[src/rtl/eth_irq_coalescer_pkg.sv]
// Shared types and constants for the Ethernet interrupt coalescer.
// Holds the FSM state encoding, cause bit positions and config reset values.
package eth_irq_pkg;

    typedef enum logic [1:0] {
        IDLE  = 2'd0,
        ACCUM = 2'd1,
        FIRE  = 2'd2,
        GAP   = 2'd3
    } coal_state_e;

    localparam int unsigned CAUSE_RX = 0;
    localparam int unsigned CAUSE_TX = 1;

    localparam int unsigned THRESH_RST  = 1;
    localparam int unsigned TIMEOUT_RST = 0;
    localparam int unsigned GAP_RST     = 0;

endpackage

[src/rtl/eth_irq_coalescer_if.sv]
// Bundle of the Ethernet core's pending/event signals, CSR config strobes
// and the coalesced interrupt outputs.
interface eth_irq_coalescer_if #(
    parameter int unsigned cnt_width_p   = 8,
    parameter int unsigned timer_width_p = 16
);
    logic                     en_i;
    logic                     rx_pending_i;
    logic                     tx_pending_i;
    logic                     rx_event_i;
    logic                     tx_event_i;
    logic [cnt_width_p-1:0]   thresh_i;
    logic                     thresh_v_i;
    logic [timer_width_p-1:0] timeout_i;
    logic                     timeout_v_i;
    logic [timer_width_p-1:0] gap_i;
    logic                     gap_v_i;
    logic                     irq_ack_i;
    logic                     irq_o;
    logic [1:0]               cause_o;
    logic [cnt_width_p-1:0]   event_cnt_o;

    modport master (
        output en_i, rx_pending_i, tx_pending_i, rx_event_i, tx_event_i,
        output thresh_i, thresh_v_i, timeout_i, timeout_v_i, gap_i, gap_v_i,
        output irq_ack_i,
        input  irq_o, cause_o, event_cnt_o
    );

    modport slave (
        input  en_i, rx_pending_i, tx_pending_i, rx_event_i, tx_event_i,
        input  thresh_i, thresh_v_i, timeout_i, timeout_v_i, gap_i, gap_v_i,
        input  irq_ack_i,
        output irq_o, cause_o, event_cnt_o
    );
endinterface

[src/rtl/eth_irq_coalescer_timer.sv]
// Clearable, enabled up-counter with an equality match output.
// Saturates at all-ones so a long idle stretch cannot alias back into a match.
module eth_irq_coal_timer #(
    parameter int unsigned width_p = 16
) (
    input  logic               clk_i,
    input  logic               reset_n_i,
    input  logic               clr_i,
    input  logic               inc_i,
    input  logic [width_p-1:0] match_val_i,
    output logic               match_o
);
    logic [width_p-1:0] cnt_d, cnt_q;

    always_comb begin
        cnt_d = cnt_q;
        if (clr_i) begin
            cnt_d = '0;
        end else if (inc_i && (cnt_q != '1)) begin
            cnt_d = cnt_q + {{(width_p-1){1'b0}}, 1'b1};
        end
    end

    always_ff @(posedge clk_i or negedge reset_n_i) begin
        if (!reset_n_i) cnt_q <= '0;
        else            cnt_q <= cnt_d;
    end

    assign match_o = (cnt_q == match_val_i);
endmodule

[src/rtl/eth_irq_coalescer.sv]
// Merges RX/TX interrupt pending into one registered irq with count-threshold
// and timeout coalescing, plus a minimum quiet gap after each acknowledge.
module eth_irq_coalescer
    import eth_irq_pkg::*;
#(
    parameter int unsigned cnt_width_p   = 8,
    parameter int unsigned timer_width_p = 16
) (
    input  logic                clk_i,
    input  logic                reset_n_i,
    eth_irq_coalescer_if.slave  bus
);
    localparam logic [cnt_width_p-1:0]   CNT_ONE = {{(cnt_width_p-1){1'b0}}, 1'b1};
    localparam logic [timer_width_p-1:0] TMR_ONE = {{(timer_width_p-1){1'b0}}, 1'b1};

    coal_state_e              state_d, state_q;
    logic [cnt_width_p-1:0]   cnt_d, cnt_q;
    logic [1:0]               cause_d, cause_q;
    logic                     irq_d, irq_q;
    logic [cnt_width_p-1:0]   thresh_d, thresh_q;
    logic [timer_width_p-1:0] timeout_d, timeout_q;
    logic [timer_width_p-1:0] gap_d, gap_q;

    logic [1:0]               ev_n;
    logic [cnt_width_p-1:0]   ev_ext;
    logic [cnt_width_p:0]     cnt_sum;
    logic [cnt_width_p-1:0]   cnt_sat;
    logic [cnt_width_p-1:0]   thr_eff;
    logic                     pend;
    logic                     tmo_match, gap_match;
    logic                     do_exit;
    logic [cnt_width_p-1:0]   exit_cnt;

    assign pend    = bus.rx_pending_i | bus.tx_pending_i;
    assign ev_n    = {1'b0, bus.rx_event_i} + {1'b0, bus.tx_event_i};
    assign ev_ext  = {{(cnt_width_p-2){1'b0}}, ev_n};
    assign cnt_sum = {1'b0, cnt_q} + {{(cnt_width_p-1){1'b0}}, ev_n};
    assign cnt_sat = cnt_sum[cnt_width_p] ? '1 : cnt_sum[cnt_width_p-1:0];
    assign thr_eff = (thresh_q == '0) ? CNT_ONE : thresh_q;

    // Timers sit at zero outside their state, so entering the state starts them from 0.
    eth_irq_coal_timer #(.width_p(timer_width_p)) u_tmo_timer (
        .clk_i       (clk_i),
        .reset_n_i   (reset_n_i),
        .clr_i       (!bus.en_i || (state_q != ACCUM)),
        .inc_i       (state_q == ACCUM),
        .match_val_i (timeout_q - TMR_ONE),
        .match_o     (tmo_match)
    );

    eth_irq_coal_timer #(.width_p(timer_width_p)) u_gap_timer (
        .clk_i       (clk_i),
        .reset_n_i   (reset_n_i),
        .clr_i       (!bus.en_i || (state_q != GAP)),
        .inc_i       (state_q == GAP),
        .match_val_i (gap_q - TMR_ONE),
        .match_o     (gap_match)
    );

    always_comb begin
        state_d   = state_q;
        cnt_d     = cnt_q;
        cause_d   = cause_q;
        thresh_d  = bus.thresh_v_i  ? bus.thresh_i  : thresh_q;
        timeout_d = bus.timeout_v_i ? bus.timeout_i : timeout_q;
        gap_d     = bus.gap_v_i     ? bus.gap_i     : gap_q;
        do_exit   = 1'b0;
        exit_cnt  = '0;

        case (state_q)
            IDLE: begin
                cnt_d = '0;
                if (ev_n != 2'd0) begin
                    cnt_d   = ev_ext;
                    state_d = (ev_ext >= thr_eff) ? FIRE : ACCUM;
                end
            end
            ACCUM: begin
                if (!pend) begin
                    state_d = IDLE;
                    cnt_d   = '0;
                end else begin
                    cnt_d = cnt_sat;
                    if ((cnt_sat >= thr_eff) || ((timeout_q != '0) && tmo_match))
                        state_d = FIRE;
                end
            end
            FIRE: begin
                cnt_d = cnt_sat;
                if (bus.irq_ack_i || !pend) begin
                    // Events landing on the ack cycle seed the next batch.
                    cnt_d = ev_ext;
                    if (gap_q != '0) begin
                        state_d = GAP;
                    end else begin
                        do_exit  = 1'b1;
                        exit_cnt = ev_ext;
                    end
                end
            end
            GAP: begin
                cnt_d = cnt_sat;
                if ((gap_q == '0) || gap_match) begin
                    do_exit  = 1'b1;
                    exit_cnt = cnt_sat;
                end
            end
            default: begin
                state_d = IDLE;
                cnt_d   = '0;
            end
        endcase

        if (do_exit) begin
            if (pend && (exit_cnt >= thr_eff)) begin
                state_d = FIRE;
                cnt_d   = exit_cnt;
            end else if (pend && (exit_cnt != '0)) begin
                state_d = ACCUM;
                cnt_d   = exit_cnt;
            end else begin
                state_d = IDLE;
                cnt_d   = '0;
            end
        end

        if (!bus.en_i) begin
            state_d = IDLE;
            cnt_d   = '0;
        end

        // Cause is latched only on a fresh rise, including an immediate re-fire.
        if ((state_d == FIRE) && ((state_q != FIRE) || do_exit)) begin
            cause_d[CAUSE_TX] = bus.tx_pending_i;
            cause_d[CAUSE_RX] = bus.rx_pending_i;
        end

        irq_d = (state_d == FIRE);
    end

    always_ff @(posedge clk_i or negedge reset_n_i) begin
        if (!reset_n_i) begin
            state_q   <= IDLE;
            cnt_q     <= '0;
            cause_q   <= '0;
            irq_q     <= 1'b0;
            thresh_q  <= cnt_width_p'(THRESH_RST);
            timeout_q <= timer_width_p'(TIMEOUT_RST);
            gap_q     <= timer_width_p'(GAP_RST);
        end else begin
            state_q   <= state_d;
            cnt_q     <= cnt_d;
            cause_q   <= cause_d;
            irq_q     <= irq_d;
            thresh_q  <= thresh_d;
            timeout_q <= timeout_d;
            gap_q     <= gap_d;
        end
    end

    assign bus.irq_o       = irq_q;
    assign bus.cause_o     = cause_q;
    assign bus.event_cnt_o = cnt_q;
endmodule

[src/flat_wrapper.sv]
// flat-port wrapper written by rule: the top's interface ports become plain ports
module eth_irq_coalescer_flat import eth_irq_pkg::*;
#(
    parameter int unsigned cnt_width_p   = 8,
    parameter int unsigned timer_width_p = 16
)
  (clk_i, reset_n_i, bus_en_i, bus_rx_pending_i, bus_tx_pending_i, bus_rx_event_i, bus_tx_event_i, bus_thresh_i, bus_thresh_v_i, bus_timeout_i, bus_timeout_v_i, bus_gap_i, bus_gap_v_i, bus_irq_ack_i, bus_irq_o, bus_cause_o, bus_event_cnt_o);
  eth_irq_coalescer_if #(.cnt_width_p(cnt_width_p), .timer_width_p(timer_width_p)) bus_i ();
  input  logic clk_i;
  input  logic reset_n_i;
  input wire logic [$bits(bus_i.en_i)-1:0] bus_en_i;
  input wire logic [$bits(bus_i.rx_pending_i)-1:0] bus_rx_pending_i;
  input wire logic [$bits(bus_i.tx_pending_i)-1:0] bus_tx_pending_i;
  input wire logic [$bits(bus_i.rx_event_i)-1:0] bus_rx_event_i;
  input wire logic [$bits(bus_i.tx_event_i)-1:0] bus_tx_event_i;
  input wire logic [$bits(bus_i.thresh_i)-1:0] bus_thresh_i;
  input wire logic [$bits(bus_i.thresh_v_i)-1:0] bus_thresh_v_i;
  input wire logic [$bits(bus_i.timeout_i)-1:0] bus_timeout_i;
  input wire logic [$bits(bus_i.timeout_v_i)-1:0] bus_timeout_v_i;
  input wire logic [$bits(bus_i.gap_i)-1:0] bus_gap_i;
  input wire logic [$bits(bus_i.gap_v_i)-1:0] bus_gap_v_i;
  input wire logic [$bits(bus_i.irq_ack_i)-1:0] bus_irq_ack_i;
  output wire logic [$bits(bus_i.irq_o)-1:0] bus_irq_o;
  output wire logic [$bits(bus_i.cause_o)-1:0] bus_cause_o;
  output wire logic [$bits(bus_i.event_cnt_o)-1:0] bus_event_cnt_o;
  assign bus_i.en_i = bus_en_i;
  assign bus_i.rx_pending_i = bus_rx_pending_i;
  assign bus_i.tx_pending_i = bus_tx_pending_i;
  assign bus_i.rx_event_i = bus_rx_event_i;
  assign bus_i.tx_event_i = bus_tx_event_i;
  assign bus_i.thresh_i = bus_thresh_i;
  assign bus_i.thresh_v_i = bus_thresh_v_i;
  assign bus_i.timeout_i = bus_timeout_i;
  assign bus_i.timeout_v_i = bus_timeout_v_i;
  assign bus_i.gap_i = bus_gap_i;
  assign bus_i.gap_v_i = bus_gap_v_i;
  assign bus_i.irq_ack_i = bus_irq_ack_i;
  assign bus_irq_o = bus_i.irq_o;
  assign bus_cause_o = bus_i.cause_o;
  assign bus_event_cnt_o = bus_i.event_cnt_o;
  eth_irq_coalescer #(.cnt_width_p(cnt_width_p), .timer_width_p(timer_width_p)) u_core (.clk_i(clk_i), .reset_n_i(reset_n_i), .bus(bus_i));
endmodule
[config.mk]
export PLATFORM = sky130hd
export DESIGN_NAME = eth_irq_coalescer_flat
export DESIGN_NICKNAME = d
export VERILOG_FILES = /design/src/rtl/eth_irq_coalescer_pkg.sv /design/src/rtl/eth_irq_coalescer_if.sv /design/src/rtl/eth_irq_coalescer_timer.sv /design/src/rtl/eth_irq_coalescer.sv /design/src/flat_wrapper.sv
export SDC_FILE = /design/constraint.sdc
export NUM_CORES = 1
export LEC_CHECK = 0
export CAP_MARGIN = 40
export CORE_UTILIZATION = 35
export DETAILED_ROUTE_END_ITERATION = 8
export PLACE_DENSITY = 0.54
export SKIP_LAST_GASP = 1
export SLEW_MARGIN = 15
export SYNTH_ARGS = -nofsm -noshare
export SYNTH_HDL_FRONTEND = slang
export SYNTH_SLANG_ARGS = --single-unit
[constraint.sdc]
create_clock -name clk_i -period 5.5 [get_ports clk_i]
set_clock_uncertainty 0.05 [all_clocks]
set_input_delay 0.825 -clock clk_i [delete_from_list [all_inputs] [get_ports clk_i]]
set_output_delay 0.825 -clock clk_i [all_outputs]
set_load 0.1 [all_outputs]
==> flow_metrics.tcl, run 1 <==
set metrics [dict create \
    core_um2 15890 \
    crit_path_end_kind "flop" \
    n_antenna_cell 0 \
    drc 0 \
    drv_cap 0 \
    finalCriticalPeriod_ns 5.192 \
    rows 46 \
    syn2layout_area_growth_pct 23.22 \
    synth_edf_count 0 \
    rsz0062_at_grt "no" \
    cts_tree "built" \
    io_pins 62 \
    finalNonFillerCells 913 \
    tns_ns 0 \
    fp.dieArea_um2 16830 \
    synth_top_area_cell "dfrtp_1" \
    cts_max_level 3 \
    drive_gt1_share_pct 11.05 \
    synthTopCellsByCount "84 x dfrtp_1, 62 x nor2_1, 45 x nand2_1, 36 x inv_1, 36 x o21ai_0" \
    hpwl_um 10800 \
    r2r_cells 20 \
    synth_cell_types 71 \
    drtIter0Drc 278 \
    grt_use_met3_pct 4.264 \
    status "complete, no violations" \
    hold_violations 0 \
    critPathMaxFanout 5 \
    multi_input_comb_area_um2 3353 \
    synth_cells 626 \
    numPortBuffers 61 \
    r2r-end "u_core.bus.cause_o[1]" \
    die_h_um 129.7 \
    fill_cells 1557 \
    grt_max_degree 58 \
    leakagePower_nw 2.940 \
    fin_crit_sh_pct 94.41 \
    cts_root_buf "clkbuf_16" \
    setup_viol 0 \
    grt_use_met1_pct 23.65 \
    regArea_um2 2128 \
    r2r-start "u_core.gap_q[0]" \
    clk_pin_slew_worst_paths_ns 0.06 \
    ys_ff_latch 85 \
    grt_pass1_wl_um 23700 \
    clk_path_buf_depth 2 \
    ys_seq_area_share_pct 37.26 \
    routed_wirelength_um 14070 \
    num_vias 4834 \
    cts_setup_buffers 0 \
    routabilityCongestion 0.8680 \
    yosysWarnings 0 \
    dpl.cell_count 897 \
    mappedNetlistArea_um2 5712 \
    ant_nets 0 \
    insertion_delay_ns 0.35 \
    tightest_slew_ns 0.8458 \
    wire_per_inst_um 15.42 \
    power_density_nw_per_um2 257.3 \
    max_freq_mhz 192.6 \
    criticalPathCategory "input port to flop" \
    finalWorstSetupSlack_ns 0.3077 \
    start_util_pct 35.96 \
    met2_usage_pct 29.25 \
    cp.required_ns 5.67 \
    synth_area_leaders "dfrtp_1 37%, ha_1 6.1%, xor2_1 5.2%, mux2_2 5.1%, nor2_1 4.1%" \
    max_slew_margin_pct 42.82 \
    ctsHoldBuffers 0 \
    maxSlewViolCount 0 \
    antenna_found_initial 0 \
    r2r_slack_ns 0.42 \
    first_pass_iters 5 \
    cp-start-kind "input port" \
    synth.most_common_cell "dfrtp_1" \
    synth-main-ff-cell "dfrtp_1" \
    cts_made_buffers 9 \
    clkSinkCount 85 \
    place_ws_ns -0.007453 \
    grt_use_total_pct 17.95 \
    syn-num-nets 706 \
    vias_per_cell 5.295 \
    crit_start "bus_tx_event_i" \
    final_nets 772 \
    peakVddDrop_mv 0.3345 \
    dieWidth_um 129.7 \
    fin_util_pct 44.31 \
    synth_top_cell_area_share_pct 36.80 \
    synthArstFlopShare_pct 100.0 \
    grt-ovfl-total 0 \
    hold_class "input port to async pin" \
    holdWs_ns 0.2629 \
    worstPathArrival_ns 5.37 \
    busiest_layer "met2" \
    endpoint "u_core.bus.cause_o[1]" \
    grt_pass1_vias 4813 \
    synth_area_per_cell_um2 9.124 \
    postCtsResizedCells 0 \
]
-- state kept, by name, summed over array words and instances, names as in the netlist --
name                      count
u_core.gap_q                 16
u_core.bus.event_cnt_o        8
u_core.timeout_q             16
u_core.bus.irq_o              1
u_core.u_gap_timer.cnt_q     16
u_core.thresh_q               8
u_core.bus.cause_o            2
u_core.state_q                2
u_core.u_tmo_timer.cnt_q     16
-- area by class of cell --
class                           instances  share of cell area (%)
Multi-Input combinational cell        482                   47.64
Sequential cell                        85                   30.24
Clock inverter                          2                  0.5511
Tap cell                              216                   3.840
Timing Repair Buffer                   78                   11.91
Clock buffer                           14                   3.893
Inverter                               36                   1.920
-- cell usage in the layout (no fill, tap or decap), types with 3 or more instances in the layout --
cell type and count:
a31oi_1 8, and3_1 7, dfrtp_1 84, ha_1 28, a21o_1 5, o22ai_1 3
nor4_1 7, nand4_1 16, nor2_1 62, or4_1 3, o21ai_0 36, xnor2_1 26
o211ai_1 4, inv_1 36, nand2_1 45, and4_1 4, nor2b_1 5, nor4b_1 3
nor3_1 19, and2_1 8, a211oi_1 3, a21oi_1 24, clkbuf_16 9, xor2_1 34
buf_4 6, buf_8 11, mux2_2 26, o21bai_1 4, clkdlybuf4s50_1 60, mux2i_1 10
nand3_1 21, or2_2 4, clkbuf_8 3, or3_1 10, nand2b_1 10
-- report_power, final --
| part | switching (W) | total (W) | internal [W] |
|---|---|---|---|
| Clock | 0.000251 | 0.000643 | 0.000392 |
| Sequential | 0.0000640 | 0.000732 | 0.000668 |
| Combinational | 0.000236 | 0.000435 | 0.000199 |
-- layer usage --
layer	routed length [µm]	share of wire [%]
met1	6759	48
met2	6582	47
met3	564	4.0
met4	167	1.2
met5	0	0
-- through the flow --
stage	total power [W]	instance area (µm²)
floorplan	0.001010	5712
global placement	0.001138	6533
detailed placement	0.001179	6725
CTS	0.001835	7038
global route	0.001907	7038
finish	0.001811	7038
-- cells by family after synthesis --
group	after synthesis	synth area share, %
AND/OR/NAND/NOR	238	21.93
AO/OA/AOI/OAI	117	13.69
flip-flops	85	37.26
XOR/XNOR	60	9.201
buffers and inverters	59	4.031
multiplexers	38	7.404
adder cells (fa/ha/maj)	29	6.484
-- worst min path at each step --
stage,to,cells past startpoint
final,u_core.gap_q[10],1
after global routing,u_core.gap_q[10],1
after detailed placement,u_core.bus.cause_o[1],1
after floorplan,u_core.gap_q[15],1
after CTS,u_core.gap_q[10],1
after global placement,u_core.bus.cause_o[0],1
-- worst max-delay path, stage by stage --
cell and delay, ns:
clkdlybuf4s50_1 0.51, inv_1 0.06, ha_1 0.34, ha_1 0.19
inv_1 0.05, fa_1 0.39, and3b_1 0.24, and2_1 0.17
nand4_1 0.19, nor2b_1 0.24, ha_1 0.29, nand2b_1 0.14
a21o_1 0.17, a211o_1 0.30, a211oi_1 0.31, a22o_1 0.19
a21oi_1 0.06, and3_1 0.25, o21bai_4 0.14, mux2_4 0.31
Note: power is estimated with default switching activity, not from simulation.
==> inputs of run 2 (changes only) <==
--- a/config.mk
+++ b/config.mk
@@ -6,9 +6,10 @@
 export NUM_CORES = 1
 export LEC_CHECK = 0
 export CAP_MARGIN = 40
-export CORE_UTILIZATION = 35
+export CORE_UTILIZATION = 50
 export DETAILED_ROUTE_END_ITERATION = 8
-export PLACE_DENSITY = 0.54
+export HOLD_SLACK_MARGIN = 0.08
+export PLACE_DENSITY = 0.72
 export SKIP_LAST_GASP = 1
 export SLEW_MARGIN = 15
 export SYNTH_ARGS = -nofsm -noshare
==> flow_metrics.tcl, run 2 (synthesis gave the netlist of run 1 again) <==
set metrics [dict create \
    fill_cells 960 \
    r2r-end "u_core.bus.cause_o[1]" \
    grt-ovfl-total 0 \
    cpMostUsedCell "ha_1" \
    combinationalPowerShare_pct 24.7 \
    drc 0 \
    vias_per_cell 5.811 \
    grt_use_total_pct 25.03 \
    insertion_delay_ns 0.35 \
    final_nets 772 \
    r2r_slack_ns 0.45 \
    max_stage_delay_ns 0.51 \
    clkPwrFrac_pct 33.6 \
    final_common_cell "dfrtp_1" \
    n_antenna_cell 0 \
    hpwl_um 10170 \
    cts_root_buf "clkbuf_16" \
    r2r_cells 20 \
    power_density_nw_per_um2 253.8 \
    hold_class "input port to async pin" \
    routabilityCongestion 0.8980 \
    drv_cap 0 \
    drtIter0Drc 302 \
    layout_common_cells "84 x dfrtp_1, 62 x nor2_1, 60 x clkdlybuf4s50_1" \
    tightest_slew_ns 0.8268 \
    crit_chain "clkdlybuf4s50_1 -> inv_1 -> ha_1 -> ha_1 -> inv_1 -> fa_1 -> and3b_1 -> and2_1 -> nand4_1 -> nor2b_1 -> a2bb2oi_1 -> ha_1 -> nand2b_1 -> a21oi_1 -> nor2b_1 -> o21ai_0 -> a21oi_1 -> o41ai_1 -> buf_4 -> a211oi_4 -> o21bai_4 -> mux2_4" \
    criticalPathCategory "input port to flop" \
    routed_wirelength_um 13520 \
    cts_max_level 3 \
    placed_area_um2 6603 \
    clk_pin_slew_worst_paths_ns 0.06 \
    status "complete, no violations" \
    cp.required_ns 5.69 \
    antenna_found_initial 0 \
    hold_violations 0 \
    tns_ns 0 \
    grt_pass1_vias 4843 \
    drive_gt1_share_pct 11.33 \
    grt_use_met3_pct 6.276 \
    seq_power_share_pct 41.7 \
    slowest_stage "clkdlybuf4s50_1" \
    p_switching_w 0.0005676 \
    max_freq_mhz 193.3 \
    wire_per_inst_um 16.15 \
    cts_made_buffers 9 \
    dieWidth_um 108.9 \
    fp.dieArea_um2 11850 \
    peakVddDrop_mv 0.3726 \
    r2r-start "u_core.gap_q[0]" \
    first_pass_iters 5 \
    finalCriticalPeriod_ns 5.174 \
    rsz0062_at_grt "no" \
    finalPower_w 0.001756 \
    max_slew_margin_pct 44.11 \
    fin_crit_sh_pct 94.07 \
    core_um2 10980 \
    ctsHoldBuffers 0 \
    maxSlewViolCount 0 \
    swShare_pct 32.33 \
    cts_tree "built" \
    clk_path_buf_depth 2 \
    numPortBuffers 61 \
    io_pins 62 \
    met2_usage_pct 39.26 \
    busiest_layer "met2" \
    critPathMaxFanout 5 \
    setup_viol 0 \
    cp-start-kind "input port" \
    postCtsResizedCells 0 \
    syn2layout_area_growth_pct 21.10 \
    worstPathArrival_ns 5.36 \
    cts_setup_buffers 0 \
    num_vias 4864 \
    leakagePower_nw 2.926 \
    grt_use_met1_pct 33.55 \
    grt_pass1_wl_um 22970 \
    clkSinkCount 85 \
    fin_util_pct 62.98 \
    start_util_pct 52.01 \
    ant_nets 0 \
    rows 38 \
    grt_max_degree 63 \
    die_h_um 108.9 \
    p_int_w 0.001188 \
    crit_path_end_kind "flop" \
    post-route-cell-area_um2 6917 \
]
## run 2: per-layer routing
| metal | up-vias | part of all wire [%] | wire length [µm] |
|---|---|---|---|
| met5 | - | 0 | 0 |
| met4 | 0 | 1.7 | 229 |
| met3 | 17 | 5.7 | 777 |
| met2 | 139 | 47 | 6292 |
| met1 | 2348 | 46 | 6217 |
| li1 | 2360 | - | - |
## run 2: cell type report
| cell class | instances | area [µm²] | share of cell area (%) |
|---|---|---|---|
| Sequential cell | 85 | 2128 | 30.77 |
| Multi-Input combinational cell | 482 | 3353 | 48.48 |
| Clock inverter | 6 | 47.55 | 0.6874 |
| Tap cell | 140 | 175.2 | 2.533 |
| Timing Repair Buffer | 78 | 838.3 | 12.12 |
| Clock buffer | 10 | 239.0 | 3.455 |
| Inverter | 36 | 135.1 | 1.954 |
## run 2: how the worst max path moves through the flow
stage | startpoint | depth (start not counted) | slack [ns] | endpoint
6_report | bus_tx_event_i | 22 | 0.33 | u_core.bus.cause_o[1]
2_1_floorplan | bus_tx_event_i | 20 | 0.63 | u_core.bus.cause_o[0]
4_1_cts | bus_tx_event_i | 22 | 0.34 | u_core.bus.cause_o[1]
5_1_grt | u_core.gap_q[0] | 20 | 0.08 | u_core.bus.cause_o[1]
3_3_place_gp | bus_tx_event_i | 20 | 0.11 | u_core.bus.cause_o[0]
3_5_place_dp | bus_tx_event_i | 22 | -0.03 | u_core.bus.cause_o[1]
## run 2: stage by stage
step	hold slack, ns	std cells	worst slack [ns]
global placement	0.4568	809	0.1107
floorplan	0.4647	626	0.6289
finish	0.3157	837	0.3262
CTS	0.3173	836	0.3368
global route	0.3292	837	0.07780
detailed placement	0.4509	820	-0.02642
## run 2: worst max-delay path: cells and delay by family
family                     cells  cell delay [ns]
muxes                          1             0.31
AOI/OAI and AO/OA              7             1.12
adders and majority gates      4             1.19
and+or+nand+nor                6             1.06
buffers and inverters          4             0.84
## run 2: power by group through the flow
stage	Combinational [W]	Sequential [W]	Clock, W
2_1_floorplan	0.000227	0.000783	0
3_3_place_gp	0.000389	0.000742	0
3_5_place_dp	0.000429	0.000743	0
4_1_cts	0.000432	0.000732	0.000602
5_1_grt	0.000474	0.000739	0.000632
6_report	0.000433	0.000733	0.000589
==> inputs of run 3 (changes only) <==
==> constraint.sdc (replaced) <==
create_clock -name clk_i -period 5.6 [get_ports clk_i]
set_clock_uncertainty 0.05 [all_clocks]
set_input_delay 0.84 -clock clk_i [delete_from_list [all_inputs] [get_ports clk_i]]
set_output_delay 0.84 -clock clk_i [all_outputs]
set_load 0.1 [all_outputs]
==> flow_metrics.tcl, run 3 (synthesis gave the netlist of run 1 again) <==
set metrics [dict create \
    status "complete, no violations" \
    placed_area_um2 6603 \
    grt-ovfl-total 0 \
    cts_max_level 3 \
    peakVddDrop_mv 0.3701 \
    cts_made_buffers 9 \
    grt_max_degree 64 \
    hpwl_um 10220 \
    tightest_slew_ns 0.8851 \
    drv_cap 0 \
    critPathMaxFanout 5 \
    fill_cells 921 \
    maxSlewViolCount 0 \
    tns_ns 0 \
    grt_pass1_vias 4989 \
    cp.required_ns 5.78 \
    leakagePower_nw 2.955 \
    first_pass_iters 5 \
    rsz0062_at_grt "no" \
    finalCriticalPeriod_ns 5.154 \
    grt_pass1_wl_um 22890 \
    start_util_pct 52.01 \
    routed_wirelength_um 13690 \
    ant_nets 0 \
    hold_violations 0 \
    hold_class "input port to async pin" \
    cts_tree "built" \
    wl_met1_um 6297 \
    final_common_cell "dfrtp_1" \
    wire_per_inst_um 16.34 \
    num_vias 4934 \
    drtIter0Drc 273 \
    routed.top_layer "met4" \
    numPortBuffers 61 \
    n_antenna_cell 0 \
    wl_met2_um 6552 \
    clk_path_buf_depth 2 \
    post-route-cell-area_um2 6988 \
    ctsHoldBuffers 0 \
    antenna_found_initial 0 \
    worstPathArrival_ns 5.33 \
    place_ws_ns -0.04516 \
    cts_root_buf "clkbuf_16" \
    final_nets 773 \
    core_um2 10980 \
    max_freq_mhz 194.0 \
    routabilityCongestion 0.8746 \
    dieWidth_um 108.9 \
    cp-start-kind "input port" \
    insertion_delay_ns 0.34 \
    regArea_um2 2128 \
    rows 38 \
    power_density_nw_per_um2 258.6 \
    io_pins 62 \
    syn2layout_area_growth_pct 22.34 \
    fin_crit_sh_pct 92.04 \
    die_h_um 108.9 \
    setup_viol 0 \
    criticalPathCategory "input port to flop" \
    clk_pin_slew_worst_paths_ns 0.06 \
    clkSinkCount 85 \
    max_slew_margin_pct 40.16 \
    grt_use_total_pct 24.86 \
    fp.dieArea_um2 11850 \
    vias_per_cell 5.888 \
    crit_path_end_kind "flop" \
    finalWorstSetupSlack_ns 0.4459 \
    drive_gt1_share_pct 11.60 \
    routed-wl-met3_um 711 \
    fin_util_pct 63.63 \
    drc 0 \
    multi_input_comb_area_um2 3361 \
    layout_common_cells "84 x dfrtp_1, 62 x nor2_1, 60 x clkdlybuf4s50_1" \
]
[run 3: final cells by class]
| class | instances | share of cell area (%) |
|---|---|---|
| repair buffers | 79 | 12.21 |
| multi-input cells | 482 | 48.09 |
| well taps | 140 | 2.507 |
| clock buffers | 11 | 3.617 |
| clock inverters | 5 | 1.182 |
| inverters | 36 | 1.934 |
| flip-flops and latches | 85 | 30.46 |
[run 3: layer usage]
layer / vias to the layer above / GRT usage (%)
li1: 2362 / -
met1: 2423 / 31.78
met2: 140 / 42.09
met3: 9 / 5.738
met4: 0 / 6.660
met5: - / 0
[run 3: critical path: stages]
cell             delay, ns
clkdlybuf4s50_1       0.51
inv_1                 0.06
ha_1                  0.32
ha_1                  0.18
inv_1                 0.05
fa_1                  0.39
and3b_1               0.25
and2_1                0.18
nand4_1               0.20
nor2b_1               0.24
a2bb2oi_1             0.15
ha_1                  0.27
nand2b_1              0.14
a21oi_1               0.15
nor2b_1               0.06
o21ai_0               0.17
a21oi_1               0.10
o41ai_2               0.29
buf_4                 0.21
a211oi_4              0.05
o21bai_4              0.20
mux2_4                0.31
[run 3: per-stage QoR]
step,hold WS [ns],cells,power (W)
2_1_floorplan,0.4647,626,0.0009920
3_3_place_gp,0.4562,809,0.001111
3_5_place_dp,0.4511,820,0.001151
4_1_cts,0.3332,836,0.001822
5_1_grt,0.3507,838,0.001896
6_report,0.3360,838,0.001807
[run 3: final timing paths]
path	start	to	slack, ns	cells after the start
min reg2reg	u_core.bus.cause_o[1]	u_core.bus.cause_o[1]	0.47	1
max reg2reg	u_core.gap_q[0]	u_core.bus.cause_o[1]	0.45	20
max in group asynchronous	reset_n_i	u_core.thresh_q[0]	4.35	3
min	reset_n_i	u_core.timeout_q[2]	0.34	1
min in group clk_i	u_core.bus.cause_o[1]	u_core.bus.cause_o[1]	0.47	1
max	bus_tx_event_i	u_core.bus.cause_o[1]	0.45	22
[run 3: power by group]
| part | internal (W) | switching (W) | total, W |
|---|---|---|---|
| clock network | 0.000415 | 0.000244 | 0.000659 |
| registers | 0.000657 | 0.0000636 | 0.000720 |
| logic | 0.000196 | 0.000232 | 0.000428 |
| total | 0.00127 | 0.000540 | 0.00181 |
[run 3: repair_timing]
action                                  4_1_cts  5_1_grt
endpoints found under the setup margin        0        3
setup buffers                                 0        0
gates resized for setup                       0        1
endpoints found under the hold margin         0        0
